### src/rtl/l2_bus_pkg.sv
// Shared L2 CPU bus constants: widths, arbiter state encodings, client ids.
// No logic; no latency; no backpressure.
// Imported by the arbiter top and its per-client port.
package l2_bus_pkg;
    localparam int ADDR_W = 24;
    localparam int DATA_W = 32;

    typedef enum logic [1:0] {
        ST_IDLE  = 2'd0,
        ST_ISSUE = 2'd1,
        ST_RESP  = 2'd2,
        ST_GAP   = 2'd3
    } arb_state_t;

    localparam logic CLIENT_A = 1'b0;
    localparam logic CLIENT_B = 1'b1;
endpackage

### src/rtl/l2_arb_port.sv
// One client's side of the arbiter: re-serve mask, read-data register, done pulse.
// Latency: done/q are registered, one cycle after the completing l2_done.
// Backpressure: none; the client holds its start level until done or withdrawal.
module l2_arb_port #(
    parameter int DATA_W = l2_bus_pkg::DATA_W
) (
    input  logic              clk,
    input  logic              reset,
    input  logic              start,
    input  logic              complete,
    input  logic              mask_set,
    input  logic              mask_clr,
    input  logic [DATA_W-1:0] l2_q,
    output logic              req,
    output logic [DATA_W-1:0] q,
    output logic              done
);
    logic mask;

    assign req = start & ~mask;

    always_ff @(posedge clk or negedge reset) begin
        if (!reset) begin
            mask <= 1'b0;
            q    <= '0;
            done <= 1'b0;
        end else begin
            done <= complete;
            if (complete) begin
                q <= l2_q;
            end
            // Mask spans the cycle after done so a slow-dropping start is not re-granted.
            if (mask_set) begin
                mask <= 1'b1;
            end else if (mask_clr) begin
                mask <= 1'b0;
            end
        end
    end
endmodule

### src/rtl/l2_arbiter.sv
// Round-robin merge of fetch (A) and data (B) clients onto the single L2 CPU bus.
// Latency: l2_start one cycle after request sampled; x_done one cycle after l2_done.
// Backpressure: requests are levels and wait through ISSUE/RESP/GAP; a withdrawn grant completes silently.
module l2_arbiter #(
    parameter int ADDR_W = l2_bus_pkg::ADDR_W,
    parameter int DATA_W = l2_bus_pkg::DATA_W
) (
    input  logic              clk,
    input  logic              reset,
    input  logic [ADDR_W-1:0] a_addr,
    input  logic [DATA_W-1:0] a_data,
    input  logic              a_we,
    input  logic              a_start,
    output logic [DATA_W-1:0] a_q,
    output logic              a_done,
    input  logic [ADDR_W-1:0] b_addr,
    input  logic [DATA_W-1:0] b_data,
    input  logic              b_we,
    input  logic              b_start,
    output logic [DATA_W-1:0] b_q,
    output logic              b_done,
    output logic [ADDR_W-1:0] l2_addr,
    output logic [DATA_W-1:0] l2_data,
    output logic              l2_we,
    output logic              l2_start,
    input  logic [DATA_W-1:0] l2_q,
    input  logic              l2_done
);
    import l2_bus_pkg::*;

    arb_state_t state;
    logic       grant;
    logic       last_grant;
    logic       discard;
    logic       a_req;
    logic       b_req;
    logic       pick;
    logic       grant_start;
    logic       served;

    assign grant_start = (grant == CLIENT_B) ? b_start : a_start;
    // A withdrawal in the same cycle as l2_done still suppresses the done pulse.
    assign served      = (state == ST_ISSUE) && l2_done && grant_start && !discard;
    assign pick        = (a_req && b_req) ? ~last_grant : (b_req ? CLIENT_B : CLIENT_A);

    l2_arb_port #(.DATA_W(DATA_W)) u_port_a (
        .clk      (clk),
        .reset    (reset),
        .start    (a_start),
        .complete (served && (grant == CLIENT_A)),
        .mask_set ((state == ST_RESP) && (grant == CLIENT_A)),
        .mask_clr (state == ST_GAP),
        .l2_q     (l2_q),
        .req      (a_req),
        .q        (a_q),
        .done     (a_done)
    );

    l2_arb_port #(.DATA_W(DATA_W)) u_port_b (
        .clk      (clk),
        .reset    (reset),
        .start    (b_start),
        .complete (served && (grant == CLIENT_B)),
        .mask_set ((state == ST_RESP) && (grant == CLIENT_B)),
        .mask_clr (state == ST_GAP),
        .l2_q     (l2_q),
        .req      (b_req),
        .q        (b_q),
        .done     (b_done)
    );

    always_ff @(posedge clk or negedge reset) begin
        if (!reset) begin
            state      <= ST_IDLE;
            grant      <= CLIENT_A;
            last_grant <= CLIENT_B;
            discard    <= 1'b0;
            l2_addr    <= '0;
            l2_data    <= '0;
            l2_we      <= 1'b0;
            l2_start   <= 1'b0;
        end else begin
            case (state)
                ST_IDLE: begin
                    if (a_req || b_req) begin
                        grant      <= pick;
                        last_grant <= pick;
                        l2_addr    <= (pick == CLIENT_B) ? b_addr : a_addr;
                        l2_data    <= (pick == CLIENT_B) ? b_data : a_data;
                        l2_we      <= (pick == CLIENT_B) ? b_we : a_we;
                        l2_start   <= 1'b1;
                        state      <= ST_ISSUE;
                    end
                end
                ST_ISSUE: begin
                    // Never abort: the L2 may already be committing a write.
                    if (!grant_start) begin
                        discard <= 1'b1;
                    end
                    if (l2_done) begin
                        l2_start <= 1'b0;
                        state    <= ST_RESP;
                    end
                end
                ST_RESP: begin
                    discard <= 1'b0;
                    state   <= ST_GAP;
                end
                ST_GAP: begin
                    state <= ST_IDLE;
                end
                default: begin
                    state <= ST_IDLE;
                end
            endcase
        end
    end
endmodule

### config.mk
export PLATFORM = sky130hd
export DESIGN_NAME = l2_arbiter
export DESIGN_NICKNAME = d
export VERILOG_FILES = /design/src/rtl/l2_bus_pkg.sv /design/src/rtl/l2_arb_port.sv /design/src/rtl/l2_arbiter.sv
export SDC_FILE = /design/constraint.sdc
export NUM_CORES = 1
export LEC_CHECK = 0
export BUFFER_PORTS_ARGS = -buffer_cell sky130_fd_sc_hd__buf_2
export CAP_MARGIN = 20
export CORE_MARGIN = 2
export CORE_UTILIZATION = 35
export CTS_CLUSTER_DIAMETER = 40
export CTS_CLUSTER_SIZE = 10
export DETAILED_ROUTE_END_ITERATION = 7
export PLACE_DENSITY_LB_ADDON = 0.15
export SYNTH_ARGS = -nofsm -noshare
export SYNTH_HDL_FRONTEND = slang
export SYNTH_HIERARCHICAL = 1
export SYNTH_SLANG_ARGS = --single-unit
export TNS_END_PERCENT = 50
### constraint.sdc
create_clock -name clk -period 4.74 [get_ports clk]
set_input_delay 0.711 -clock clk [delete_from_list [all_inputs] [get_ports clk]]
set_output_delay 0.711 -clock clk [all_outputs]
set_load 0.01 [all_outputs]
Word level (Yosys, flattened, before mapping) --
Index checks and enable logic that the tools add are counted. Widths: inputs -> output; s select.
Cells by class: equality and inequality tests 6, reduce and logical (&&, ||, !) cells 19, muxes and demuxes 17, bitwise gates (word level) 6
Operator list (count):
- $mux 32 | 1
- $mux 24 | 1
- $mux 1 | 10
- $logic_and 1x1->1 | 8
- $pmux 2 s4 | 1
- $reduce_bool 2->1 | 4
- $ne 2x2->1 const B | 3
- $reduce_and 2->1 | 3
- $eq 2x2->1 const B | 2
- $mux 2 | 2
- $not 1->1 | 4
- $pmux 1 s2 | 2
- $reduce_and 3->1 | 1
- $and 1x1->1 | 2
- $eq 2x1->1 const B | 1
- $logic_not 2->1 | 1
- $logic_not 1->1 | 1
- $logic_or 1x1->1 | 1
Storage, ports and cells: output and inout bits 124, register bits 131, input port bits 151

Depth between registers and ports, before layout --
Gate-level depths: netlist (run 1).
word-level depth 5, depth in mapped cells 7, gate-level depth less buffers 5

Cells and area by module --
Netlist (run 1), hierarchy kept.
Modules (own cells, without submodules):
- l2_arbiter | area an instance 2949.1 um^2, cells an instance 347, sequential area each 1577.8 um^2, instances 1
- l2_arb_port | area an instance 1412.6 um^2, cells an instance 73, sequential area each 850.8 um^2, instances 2

Worst setup path before layout (run 1) --
OpenSTA, ideal clock, no wires.
path kind in2reg, from in a_start, to reg state[1], path buffers 0, required time 4.615 ns, slack 2.897 ns, setup time 0.125 ns, cell stages on the path 4, arrival 1.719 ns, cell sequence nor2b_1 nor2_1 a21oi_1 mux2_2
Between the ends: cells in the longest elaborated chain, start to end 4
Ends and longest elaborated chain:
- start, declared | line l2_arbiter.sv:13 | input logic a_start,
- $and 1x1->1 | line l2_arb_port.sv:20 | assign req = start & ~mask;
- $logic_or 1x1->1 | line l2_arbiter.sv:85 | if (a_req || b_req) begin
- $ne 2x2->1 (no source line)
- $reduce_and 2->1 (no source line)
- end signal, assigned | line l2_arbiter.sv:92 | state <= ST_ISSUE;
- end signal, assigned | line l2_arbiter.sv:102 | state <= ST_RESP;
- end signal, assigned | line l2_arbiter.sv:107 | state <= ST_GAP;
- end, declared | line l2_arbiter.sv:31 | arb_state_t state;
Every way passes these cells. A chain may end at the register's enable or synchronous reset.

Worst setup path after layout (run 1) --
from reg state[1], to reg u_port_b.q[5]
Between the ends: cells in the longest elaborated chain, start to end 5
Ends and longest elaborated chain:
- start signal, assigned | line l2_arbiter.sv:74 | state <= ST_IDLE;
- start signal, assigned | line l2_arbiter.sv:92
- start signal, assigned | line l2_arbiter.sv:102
- $eq 2x1->1 | line l2_arbiter.sv:43 | assign served = (state == ST_ISSUE) && l2_done && grant_start && !discard;
- $logic_and 1x1->1 (3 in series) | line l2_arbiter.sv:43
- $logic_and 1x1->1 | line l2_arbiter.sv:63 | .complete (served && (grant == CLIENT_B)),
- end signal, assigned | line l2_arb_port.sv:30 | q <= l2_q;
- end, declared | line l2_arb_port.sv:15 | output logic [DATA_W-1:0] q,
Every way passes these cells.

==> impl_summary.md, run 1 <==
Run status
The run finished with clean final reports.

Critical path
The register-to-register setup slack is 2180 ps. Among all stages on the critical path, the largest delay is contributed by sky130_fd_sc_hd__nor2_4. The endpoint class of the critical path is a register. At the worst endpoint, the required time is 5030 ps. The family with the most delay on the worst path is simple AND/OR/NAND/NOR gates. The data arrival time of the critical path is 2850 ps. The setup path with the least slack is of type register to register. For this run, the slowest stage of the critical path takes 730 ps.

The count of buffering cells on the critical path with inverters included is 2. Traced cell by cell, the critical path runs through inv_1, ha_1, nand3b_1, nor2_4, buf_4, mux2_4. Of all nets on the critical path, the largest fanout is 21.

STA classifies the critical path startpoint as a register.

Route
The total vias in the final route is 4,758. After detailed routing, the number of remaining DRC violations is 0. The routed design has 16.3 mm of wire.

Dividing the detail-routed via count by the number of cells gives 4.81. The per-cell routed wire length is 16.5 µm. The pre-antenna-repair detailed-routing pass consisted of 4 iterations. The DRC marker count from the first detailed-route iteration is 193.

The number of nets with antenna violations after routing is 0.

Pwr
Power spread over the standard cell area amounts to 696 nW/µm². Across the VDD grid, the largest voltage drop is 0.298 mV. In this run the static leakage power is 0.00405 µW.

Layout
After the last flow step, the layout net total stands at just over 900. The count of antenna diodes in the layout is 0. The count of filler cells inserted in the layout is about 1.5k. From synthesis to final layout, the design area changed by 36.2%. At the end of the flow the core is filled with cells to 0.491. Of the cells placed in the final design, the portion with a size suffix greater than 1 is 0.496.

The summed area of non-filler cells in the final layout is 7860 µm².

GRT
Entering global routing, the biggest net connects 69 pins. The number of antenna violations at the first check in global routing was 0. The total global routing track utilization is 0.186. The first-pass GRT wire length is 26.0 mm. The global route total overflow is 0. The number of global-route vias before repair is ~5.0k.

Placed design
Summed over all nets, the half-perimeter wirelength after detailed placement is 11.3 mm. The global placement routability congestion is 0.788. The setup slack at placement is 1890 ps. The count of input and output buffers is 274. After detailed placement, the total cell area comes to 7290 µm².

CTS
The number of buffers inserted by post-CTS setup repair is 0. After clock tree synthesis, the clock-pin slew on the worst setup and hold paths is 60 ps. The total clock buffers created by CTS is 17.

CTS built an H-tree with a depth of 4. The clock drives 131 sinks. The longest clock path from root to sink contains 2 buffers. At the later pin of the worst-skew pair, clock insertion delay measures 410 ps. The buffer type at the clock tree root is sky130_fd_sc_hd__clkbuf_16. Hold repair after CTS inserted 0 buffers. TritonCTS built the clock tree. The number of gates resized after CTS was 0.

Flow run
Across the run, the number of max-cap violations was 0.

Floorplanning
The die is ~130 µm tall. The placeable core region is 16,000 µm². During I/O placement, the number of pins put on the boundary was 275.

In this run the core area contains 46 standard-cell rows. The floorplan die area is 17,500 µm². The starting utilization of the core area is 0.361. The x dimension of the die is 132 µm.

STA
Setup violations remaining at the end of the flow were counted as 0. The transition time at the pin with the least slew margin is between 800 and 900 ps. Setup slack closes at 2180 ps. Setup repair after global routing left no endpoint under its margin. The setup TNS is 0 ps. Headroom to the max-slew limit came out at 0.403. The smallest clock period supported by the final layout is computed as 2560 ps. Dividing the final minimum period by the clock period gives 0.540.

The count of endpoints failing hold in the final timing report is 0. The number of max-slew violations in the final report is 0. The maximum clock skew at final layout is 10.9 ps.

Derived from the worst setup path, the maximum achievable clock frequency is 0.391 GHz.

Synthesis
The net count of the mapped netlist is 649. The synthesized design spends more area on one cell type than any other, namely sky130_fd_sc_hd__dfrtp_1. Ranked by total cell area, the synthesized netlist is headed by sky130_fd_sc_hd__dfrtp_1, sky130_fd_sc_hd__mux2_4, sky130_fd_sc_hd__a21oi_1. Of the post-synthesis cell area, the dominant cell type holds 0.563. The share of the Yosys chip area taken by registers is 0.568.

The synthesized design contains 131 register bits. The post-synthesis instance area is 5770 µm². The post-synthesis area per instance is 11.7 µm².

The distinct cell type count after synthesis is 28. Synthesis produced a little under 500 cells. The Yosys warning count is 6.

Hold path
The min-delay analysis places its worst path in the category input port to async pin.
## through the flow
| step | hold WS (ps) | power (µW) | std cells |
|---|---|---|---|
| CTS | 439 | 5540 | 990 |
| global placement | 484 | 4140 | 956 |
| detailed placement | 474 | 4220 | 959 |
| floorplan | 415 | 3330 | 493 |
| finish | 414 | 5480 | 990 |
| global route | 475 | 5850 | 990 |
## final timing paths
check,depth (start not counted),startpoint,endpoint
worst max-delay path,6,state[1]$_DFFE_PN0P_,u_port_b/q[5]$_DFFE_PN0P_
min in group clk,1,u_port_a/mask$_DFFE_PN0P_,u_port_a/mask$_DFFE_PN0P_
worst max register to register,6,state[1]$_DFFE_PN0P_,u_port_b/q[5]$_DFFE_PN0P_
worst min-delay path,1,reset,u_port_a/q[21]$_DFFE_PN0P_
max in group asynchronous,2,reset,last_grant$_DFFE_PN1P_
worst min register to register,1,u_port_a/mask$_DFFE_PN0P_,u_port_a/mask$_DFFE_PN0P_
## final cells by class
type	count	area, µm²	share of cell area
Clock inverter	12	133	0.0169
Sequential cell	131	3280	0.417
Inverter	4	15.0	0.00191
Timing Repair Buffer	282	1490	0.189
Clock buffer	19	443	0.0563
Tap cell	216	270	0.0344
Multi-Input combinational cell	326	2240	0.284
## power breakdown
group	internal (µW)	switching (µW)
registers	1670	301
logic	1060	1160
clock network	785	488
total	3520	1950
## flip-flops by register name, summed over array words and instances (netlist names), 2 cells and up
register,cells
l2_addr,24
l2_data,32
state,2
u_port_a/q,32
u_port_b/q,32
## cells in the mapped netlist, drive strengths merged
master / count
o21ai: 1
o22ai: 1
dfrtp: 130
nor3b: 1
dfstp: 1
o21a: 1
a21bo: 1
ha: 5
buf: 24
mux2i: 2
a21oi: 118
and2: 1
a21o: 2
o21ba: 1
nor2b: 4
mux2: 65
nand3b: 1
nand2: 59
inv: 4
nor2: 60
a21boi: 1
clkbuf: 8
a31oi: 1
a22o: 1
## logic make-up (layout without fill, tap and decap cells)
logic type,Yosys count,after routing,share of synthesized area
DFF,131,131,0.568
AOI/OAI and AO/OA,128,128,0.117
and+or+nand+nor,126,126,0.0854
muxes,67,67,0.169
buffers and inverters,36,317,0.0498
adders and majority gates,5,5,0.0108
## metal layers
layer	vias up	track usage	routed length [µm]	part of all wire
li1	2202	-	-	-
met1	2317	0.231	6760	0.41
met2	223	0.309	8060	0.49
met3	16	0.0640	1290	0.079
met4	0	0.0544	219	0.013
met5	-	0	0	0
## cells in the final DEF (no fill, tap or decap)
cell type and count:
sky130_fd_sc_hd__a21bo_2 1, sky130_fd_sc_hd__a21boi_4 1, sky130_fd_sc_hd__a21o_1 2, sky130_fd_sc_hd__a21oi_1 118
sky130_fd_sc_hd__a22o_1 1, sky130_fd_sc_hd__a31oi_1 1, sky130_fd_sc_hd__and2_1 1, sky130_fd_sc_hd__buf_12 4
sky130_fd_sc_hd__buf_2 273, sky130_fd_sc_hd__buf_4 4, sky130_fd_sc_hd__buf_6 1, sky130_fd_sc_hd__bufinv_16 2
sky130_fd_sc_hd__clkbuf_1 1, sky130_fd_sc_hd__clkbuf_16 17, sky130_fd_sc_hd__clkbuf_8 1, sky130_fd_sc_hd__clkinv_2 3
sky130_fd_sc_hd__clkinv_4 3, sky130_fd_sc_hd__clkinvlp_4 3, sky130_fd_sc_hd__dfrtp_1 130, sky130_fd_sc_hd__dfstp_2 1
sky130_fd_sc_hd__ha_1 5, sky130_fd_sc_hd__inv_1 4, sky130_fd_sc_hd__inv_6 1, sky130_fd_sc_hd__mux2_2 5
sky130_fd_sc_hd__mux2_4 60, sky130_fd_sc_hd__mux2i_1 2, sky130_fd_sc_hd__nand2_1 59, sky130_fd_sc_hd__nand3b_1 1
sky130_fd_sc_hd__nor2_1 59, sky130_fd_sc_hd__nor2_4 1, sky130_fd_sc_hd__nor2b_1 4, sky130_fd_sc_hd__nor3b_2 1
sky130_fd_sc_hd__o21a_2 1, sky130_fd_sc_hd__o21ai_4 1, sky130_fd_sc_hd__o21ba_1 1, sky130_fd_sc_hd__o22ai_1 1
(Power assumes the default switching activity.)
==> run 2, diff against run 1 <==
--- a/config.mk
+++ b/config.mk
@@ -5,6 +5,7 @@
 export SDC_FILE = /design/constraint.sdc
 export NUM_CORES = 1
 export LEC_CHECK = 0
+export ABC_AREA = 1
 export BUFFER_PORTS_ARGS = -buffer_cell sky130_fd_sc_hd__buf_2
 export CAP_MARGIN = 20
 export CORE_MARGIN = 2
==> constraint.sdc (replaced) <==
create_clock -name clk -period 2.6 [get_ports clk]
set_input_delay 0.39 -clock clk [delete_from_list [all_inputs] [get_ports clk]]
set_output_delay 0.39 -clock clk [all_outputs]
set_load 0.01 [all_outputs]
==> run 2 against run 1 <==
Total power rose by 78%; highest routed layer unchanged; critical path depth rose by 1; combinational power rose by 64%; cell count rose by 29%; die area rose by 9.6%; non-clock buffer count rose by 5; first-iteration DRC count rose by 17%; cell area rose by 7.0%; sequential share of layout area fell by 2.7 points.
==> impl_summary.md, run 2 <==
Pwr
VDD sags by at most 0.467 mV. The static leakage power is 0.00498 µW. In this run the power density over the cells is approximately 1200 nW/µm².

Synthesis
Synthesis inferred 131 register bits. The cell type with the highest aggregate area in the netlist is sky130_fd_sc_hd__dfrtp_1. In the post-synthesis netlist, the cell with the most instances is sky130_fd_sc_hd__nand2_1. The distinct cell type count after synthesis is 22. Among all flip-flop cells after synthesis, the most frequent one is sky130_fd_sc_hd__dfrtp_1.

The post-synthesis instance area is between 6000 and 7000 µm². The Yosys warning count is 6. The sequential fraction of the synthesis area is 0.517. The net count of the mapped netlist is 933. Counting every instance in the synthesized netlist gives between 700 and 800. The number of synthesized flops with an enable pin is 0. After synthesis, the cell types taking the most area are sky130_fd_sc_hd__dfrtp_1, sky130_fd_sc_hd__nand2_1, sky130_fd_sc_hd__nand3b_1.

Counting instances in the post-synthesis netlist gives the leading cell types as sky130_fd_sc_hd__nand2_1, sky130_fd_sc_hd__dfrtp_1, sky130_fd_sc_hd__inv_1. The post-synthesis area per instance is 8.17 µm². Of the post-synthesis cell area, the dominant cell type holds 0.512.

Of all flip-flops after synthesis, the portion carrying an async set or reset was 1.00.

Layout
The area growth from synthesis to layout is 32.6%. The multi-input combinational cell area is 2390 µm². At the end of the flow, the number of nets in the layout was 1,194. Leaving out fill and tap cells, the most frequent cells in the layout are sky130_fd_sc_hd__nand2_1, sky130_fd_sc_hd__buf_2, sky130_fd_sc_hd__dfrtp_1.

In the final layout, flip-flops and latches occupy 3280 µm². The share of layout cells above drive strength 1 is 0.333. The library cell used most frequently in the layout, excluding fill and tap cells, is sky130_fd_sc_hd__nand2_1. The largest registers in the layout are l2_data (32), u_port_a/q (32), u_port_b/q (32). The count of filler cells inserted in the layout is 1,807.

Route
The routed design has around 17 mm of wire. The final routed DRC violation total is 0. The number of nets with antenna violations after routing is 0. The DRC marker count from the first detailed-route iteration is ~230. The total vias in the final route is 5,717.

The pre-antenna-repair detailed-routing pass consisted of 5 iterations. After detailed routing, the number of vias per cell comes to 4.46. In the final routed layout, each cell accounts on average for 13.5 µm.

Critical path
The startpoint kind of the worst setup timing path is a register. On the critical path, the stage with the largest delay is an instance of sky130_fd_sc_hd__inv_2. The delay of the slowest cell on the worst path is 720 ps. The worst setup path is captured at a register.

The critical path goes through inv_1, ha_1, inv_1, nor2_4, inv_2, nand2_1, nand2_1. The data arrival time of the critical path is 2320 ps. The worst reg-to-reg path cell count is 7. The path type of the worst setup path is register to register. The maximum fanout along the worst path is 58. The worst endpoint required time is 2950 ps.

CTS
After clock tree synthesis, the clock-pin slew on the worst setup and hold paths is 60 ps. In this run, post-CTS repair resized a total of 0 instances. The CTS tree is built.

The clock tree synthesis step divided the H-tree into 4 levels. No sink is reached through more buffers than the 2 on the longest clock path. For this design, the sink count on the clock tree is 131. The total clock buffers created by CTS is 17. The clock latency on the worst-skew pair is ~420 ps. The cell sitting at the root of the clock tree is a sky130_fd_sc_hd__clkbuf_16.

GRT
The total global routing track utilization is 0.182. The global route total overflow is 0. The number of global-route vias before repair is 5,565.

The first-pass GRT wire length is 28.3 mm. Entering global routing, the biggest net connects 68 pins. The number of antenna violations at the first check in global routing is 1.

Run status
The run finished with clean final reports.

Placed design
Input and output buffers added on the ports amount to 274. Detailed placement ended at an HPWL of 11.7 mm. The setup slack at placement is 634 ps. The global placement routability congestion is 0.805.

Floorplanning
The floorplan die area is 19,200 µm². From bottom edge to top edge, the die measures ~140 µm. The placeable core region is around 18,000 µm². The top-level port count is 275. The starting utilization of the core area is 0.355. The floorplan has 49 rows. The x dimension of the die is 139 µm.

Hold path
The type of the tightest min-delay check is input port to register. The number of stages on the worst hold path is 3.

STA
Timing would allow up to 0.509 GHz. The remaining max-slew budget at the tightest pin is 0.295. Setup repair after global routing left no endpoint under its margin. For the pin with the worst max-slew slack, the measured transition is around 1100 ps. The maximum clock skew at final layout is 10.4 ps.

The tightest hold path in the finished design has a slack of 186 ps. The count of endpoints failing hold in the final timing report is 0. In the final timing run, aggregate negative setup slack is 0 ps. Subtracting the final worst setup slack from the clock period gives 1960 ps.

The final-report setup violation count is 0. The final setup slack of the worst path is 635 ps. Dividing the final minimum period by the clock period gives 0.756. The number of max-slew violations in the final report is 0.

Flow run
The tool flagged a number of max-cap violations equal to 0.
[run 2: worst paths after layout]
kind / start / endpoint / slack [ps]
max in group asynchronous: reset / u_port_a/q[20]$_DFFE_PN0P_ / 1340
worst max-delay path: state[0]$_DFFE_PN0P_ / l2_addr[2]$_DFFE_PN0P_ / 640
worst min register to register: u_port_b/q[19]$_DFFE_PN0P_ / u_port_b/q[19]$_DFFE_PN0P_ / 470
min in group asynchronous: reset / u_port_a/q[31]$_DFFE_PN0P_ / 540
worst max register to register: state[0]$_DFFE_PN0P_ / l2_addr[2]$_DFFE_PN0P_ / 640
worst min-delay path: l2_q[6] / u_port_a/q[6]$_DFFE_PN0P_ / 190
[run 2: repair_timing]
item | in CTS | in global routing
endpoints found under the setup margin | 0 | 0
hold buffers | 1 | 0
endpoints found under the hold margin | 40 | 0
buffers inserted | 0 | 0
[run 2: logic make-up (layout without fill, tap and decap cells)]
logic type	after synthesis	after routing	share of synthesized area
buffers and inverters	122	396	0.109
flip-flops	131	131	0.517
AO/OA/AOI/OAI	2	2	0.00158
other	0	1	0
adder cells (fa/ha/maj)	5	5	0.00985
AND/OR/NAND/NOR	517	517	0.363
[run 2: worst max-delay path: cells and delay by family, from the launching register on]
kind	cells	cell delay [ps]
fa+ha+maj	1	240
flops	1	390
simple gates	3	300
buf+inv	3	910
[run 2: layout make-up]
type,instances,area share
sequential,131,0.390
multi-input combinational,524,0.285
timing repair buffer,287,0.179
clock buffer,17,0.0506
inverter,77,0.0361
tap,229,0.0340
clock inverter,15,0.0262
antenna,1,0.000297
[run 2: metrics by stage]
step / area (µm²) / power, µW / utilization / std cells
6_report: 8420 / 9750 / 0.470 / 1281
5_1_grt: 8420 / 10500 / 0.470 / 1281
4_1_cts: 8410 / 9910 / 0.470 / 1280
3_5_place_dp: 7760 / 7230 / 0.433 / 1247
3_3_place_gp: 7760 / 7180 / 0.433 / 1247
2_1_floorplan: 6350 / 5770 / - / 777
[run 2: power breakdown]
| part | internal [µW] | leakage, µW | switching (µW) | total (µW) |
|---|---|---|---|---|
| clock | 1640 | 0.000313 | 983 | 2620 |
| sequential | 2970 | 0.00164 | 509 | 3480 |
| combinational | 1420 | 0.00303 | 2230 | 3650 |
| total | 6030 | 0.00498 | 3720 | 9750 |
[run 2: layer usage]
| layer | vias up | share of wire | track usage |
|---|---|---|---|
| met5 | - | 0 | 0 |
| met4 | 0 | 0.017 | 0.0622 |
| met3 | 22 | 0.059 | 0.0480 |
| met2 | 175 | 0.48 | 0.308 |
| met1 | 2626 | 0.44 | 0.228 |
| li1 | 2894 | - | - |
==> run 3, diff against run 2 <==
==> constraint.sdc (replaced) <==
create_clock -name clk -period 1.6 [get_ports clk]
set_input_delay 0.24 -clock clk [delete_from_list [all_inputs] [get_ports clk]]
set_output_delay 0.24 -clock clk [all_outputs]
set_load 0.01 [all_outputs]
==> run 3 against run 2 <==
Clock power is 58% higher; worst setup slack worse by 520 ps; clock-buffer cell count up 3; utilization is 1.5 points higher; worst hold slack lost 140 ps; critical endpoint is now l2_data[6]$_DFFE_PN0P_.
==> impl_summary.md, run 3 (same netlist as run 2, synthesis figures left out) <==
STA
The setup TNS is 0 ps. Setup repair after global routing left no endpoint under its margin. Based on the critical path, the design can be clocked at up to 0.675 GHz. The number of max-slew violations in the final report is 0. Of the available clock period, the critical path in the final layout requires 0.926. The shortest period the worst path allows is 1480 ps. The transition time at the pin with the least slew margin is around 350 ps. The maximum clock skew at final layout is 10.7 ps. The remaining max-slew budget at the tightest pin is 0.763. The count of endpoints failing hold in the final timing report is 0. Setup violations remaining at the end of the flow were counted as 0.

Layout
The number of nets at the end of the flow is 1,207. Compared with the post-synthesis result, the final layout area differs by 36.9%. In the layout the commonest cells are sky130_fd_sc_hd__nand2_1, sky130_fd_sc_hd__buf_2, sky130_fd_sc_hd__dfrtp_1. The number of antenna diodes in the final layout is 0. The count of filler cells inserted in the layout is 1,805. Leaving out fill and tap cells, the most frequent cell in the layout is sky130_fd_sc_hd__nand2_1.

The finished cells cover 8690 µm². The largest registers in the layout are l2_data (32), u_port_a/q (32), u_port_b/q (32). The share of layout cells above drive strength 1 is 0.343.

Critical path
The maximum fanout along the worst path is 22. The count of buffering cells on the critical path with inverters included is 4. The worst setup path is launched from a register. The worst endpoint required time is 1940 ps.

The data arrival time of the critical path is 1830 ps. The worst setup path is captured at a register. The cell type with the highest occurrence count on the critical path is sky130_fd_sc_hd__inv_1. The timing startpoint of the critical path is state[0]$_DFFE_PN0P_. The path type of the worst setup path is register to register.

The signal on the critical path passes through inv_1, ha_2, inv_1, nor2_4, buf_12, clkbuf_16, nand3_1, nand2_1. Grouping stages by cell kind, the critical path spends the most delay in buffers and inverters. The startpoint identified for the worst register-to-register timing path is state[0]$_DFFE_PN0P_. The delay of the slowest cell on the worst path is ~400 ps. The critical path's slowest cell is sky130_fd_sc_hd__dfrtp_1.

CTS
The tree is rooted in a sky130_fd_sc_hd__clkbuf_16. The clock input transition at the sequential cells of the worst setup and hold paths is 60 ps. The number of buffers on the longest clock path is 2.

The total clock buffers created by CTS is 17. The H-tree was split into 4 levels. The number of sinks driven by the clock tree is 131. The later pin in the worst-skew pair is clocked with a latency of just over 400 ps. The CTS tree is built.

Placed design
The HPWL reported at the end of detailed placement is 12.1 mm. Buffers placed on the I/O ports in this run total 274. The standard cell area after detailed placement is 7970 µm². The congestion estimate from routability-driven global placement came to 0.780.

Run status
The flow ran to the end, and the final reports show no timing, DRC or antenna violations.

Route
Routed signal wires occupy layers up through met4. The detail-routed via count per cell is 4.45. The met3 layer wire length in the routed design is about 1.0 mm. After detailed routing, the number of remaining DRC violations is 0. For this block, the initial DRC count from the detailed router was 236. The total vias in the final route is 5,750. The per-cell routed wire length is approximately 14 µm. The number of nets with antenna violations after routing is 0. The met2 wire length is a little over 8 mm. The first-pass detailed-route iteration total is 4. Wires add up to 17.6 mm. The detailed router put a total of 8.01 mm of wire on met1.

Pwr
The total power of the final layout is 16,200 µW. The highest ir drop seen on vdd is 0.765 mV. The cell area power density is 1860 nW/µm². In this run the static leakage power is 0.00510 µW.

Flow run
Across the run, the number of max-cap violations was 0.

Floorplanning
The number of rows created at floorplan is 49. The region available for standard cell placement spans 17,900 µm². The top-level port count is around 280. From bottom edge to top edge, the die measures between 100 and 150 µm. The die is 139 µm wide. The floorplan step defined a die boundary enclosing roughly 19,000 µm². The starting utilization of the core area is 0.355.

GRT
Entering global routing, the biggest net connects 58 pins. The first global-routing pass estimated around 28 mm of wire. In the global route stage, overall resource usage came out at 0.181. The number of antenna violations at the first check in global routing was 0. After global routing the overflow that remains totals 0. The number of global-route vias before repair is 5,467.

Hold path
In this run the most critical hold path is launched from l2_q[27]. The type of the tightest min-delay check is input port to register.
[run 3: cell count changes in the layout (fill, tap and decap cells not counted), moves of 2 or more]
| cell | before | now |
|---|---|---|
| sky130_fd_sc_hd__inv_8 | 4 | 2 |
| sky130_fd_sc_hd__clkbuf_8 | 0 | 2 |
| sky130_fd_sc_hd__buf_4 | 10 | 8 |
| sky130_fd_sc_hd__inv_6 | 5 | 2 |
| sky130_fd_sc_hd__buf_12 | 2 | 15 |
| sky130_fd_sc_hd__clkinv_4 | 3 | 1 |
| sky130_fd_sc_hd__clkinv_2 | 0 | 3 |
[run 3: routing by layer]
metal,global-route usage,vias to the layer above
met5,0,-
met4,0.0606,0
met3,0.0414,18
met2,0.296,189
met1,0.239,2629
li1,-,2914
[run 3: worst register-to-register path, delay by kind of cell, from the launching register on]
kind / cells / cell delay [ps]
fa+ha+maj: 1 / 220
buf+inv: 4 / 510
flops: 1 / 410
simple gates: 3 / 300
[run 3: final cells by class]
class / count / area, µm² / area share
Sequential cell: 131 / 3280 / 0.378
Tap cell: 229 / 287 / 0.0330
Timing Repair Buffer: 300 / 1780 / 0.205
Clock buffer: 20 / 457 / 0.0526
Clock inverter: 12 / 176 / 0.0203
Multi-Input combinational cell: 524 / 2400 / 0.276
Inverter: 77 / 304 / 0.0350
[run 3: path summary, 6_finish.rpt]
check	end	cells after the start	slack, ps
setup / recovery	l2_data[6]$_DFFE_PN0P_	8	120
hold / removal	u_port_a/q[27]$_DFFE_PN0P_	3	50
setup reg to reg	l2_data[6]$_DFFE_PN0P_	8	120
hold reg to reg	u_port_a/q[12]$_DFFE_PN0P_	2	460
max in group asynchronous	u_port_b/q[22]$_DFFE_PN0P_	3	790
min in group asynchronous	u_port_b/q[31]$_DFFE_PN0P_	2	290
[run 3: timing repair]
action / 4_1_cts / 5_1_grt
hold endpoints to repair: 29 / 0
hold buffers: 1 / 0
buffers inserted: 0 / 4
setup endpoints to repair: 0 / 77
resized for setup: 0 / 4
[run 3: power by group]
group / internal (µW) / switching [µW] / total [µW]
registers: 4840 / 853 / 5690
clock network: 2700 / 1450 / 4140
logic: 2640 / 3700 / 6340
[run 3: through the flow]
stage | hold WS (ps) | util | setup WS [ps] | instances
finish | 48.9 | 0.485 | 119 | 1293
detailed placement | 171 | 0.445 | 71.7 | 1255
CTS | 24.5 | 0.481 | 59.0 | 1288
floorplan | -55.6 | - | 132 | 777
global route | 32.1 | 0.485 | 10.8 | 1293
global placement | 168 | 0.445 | 66.3 | 1255
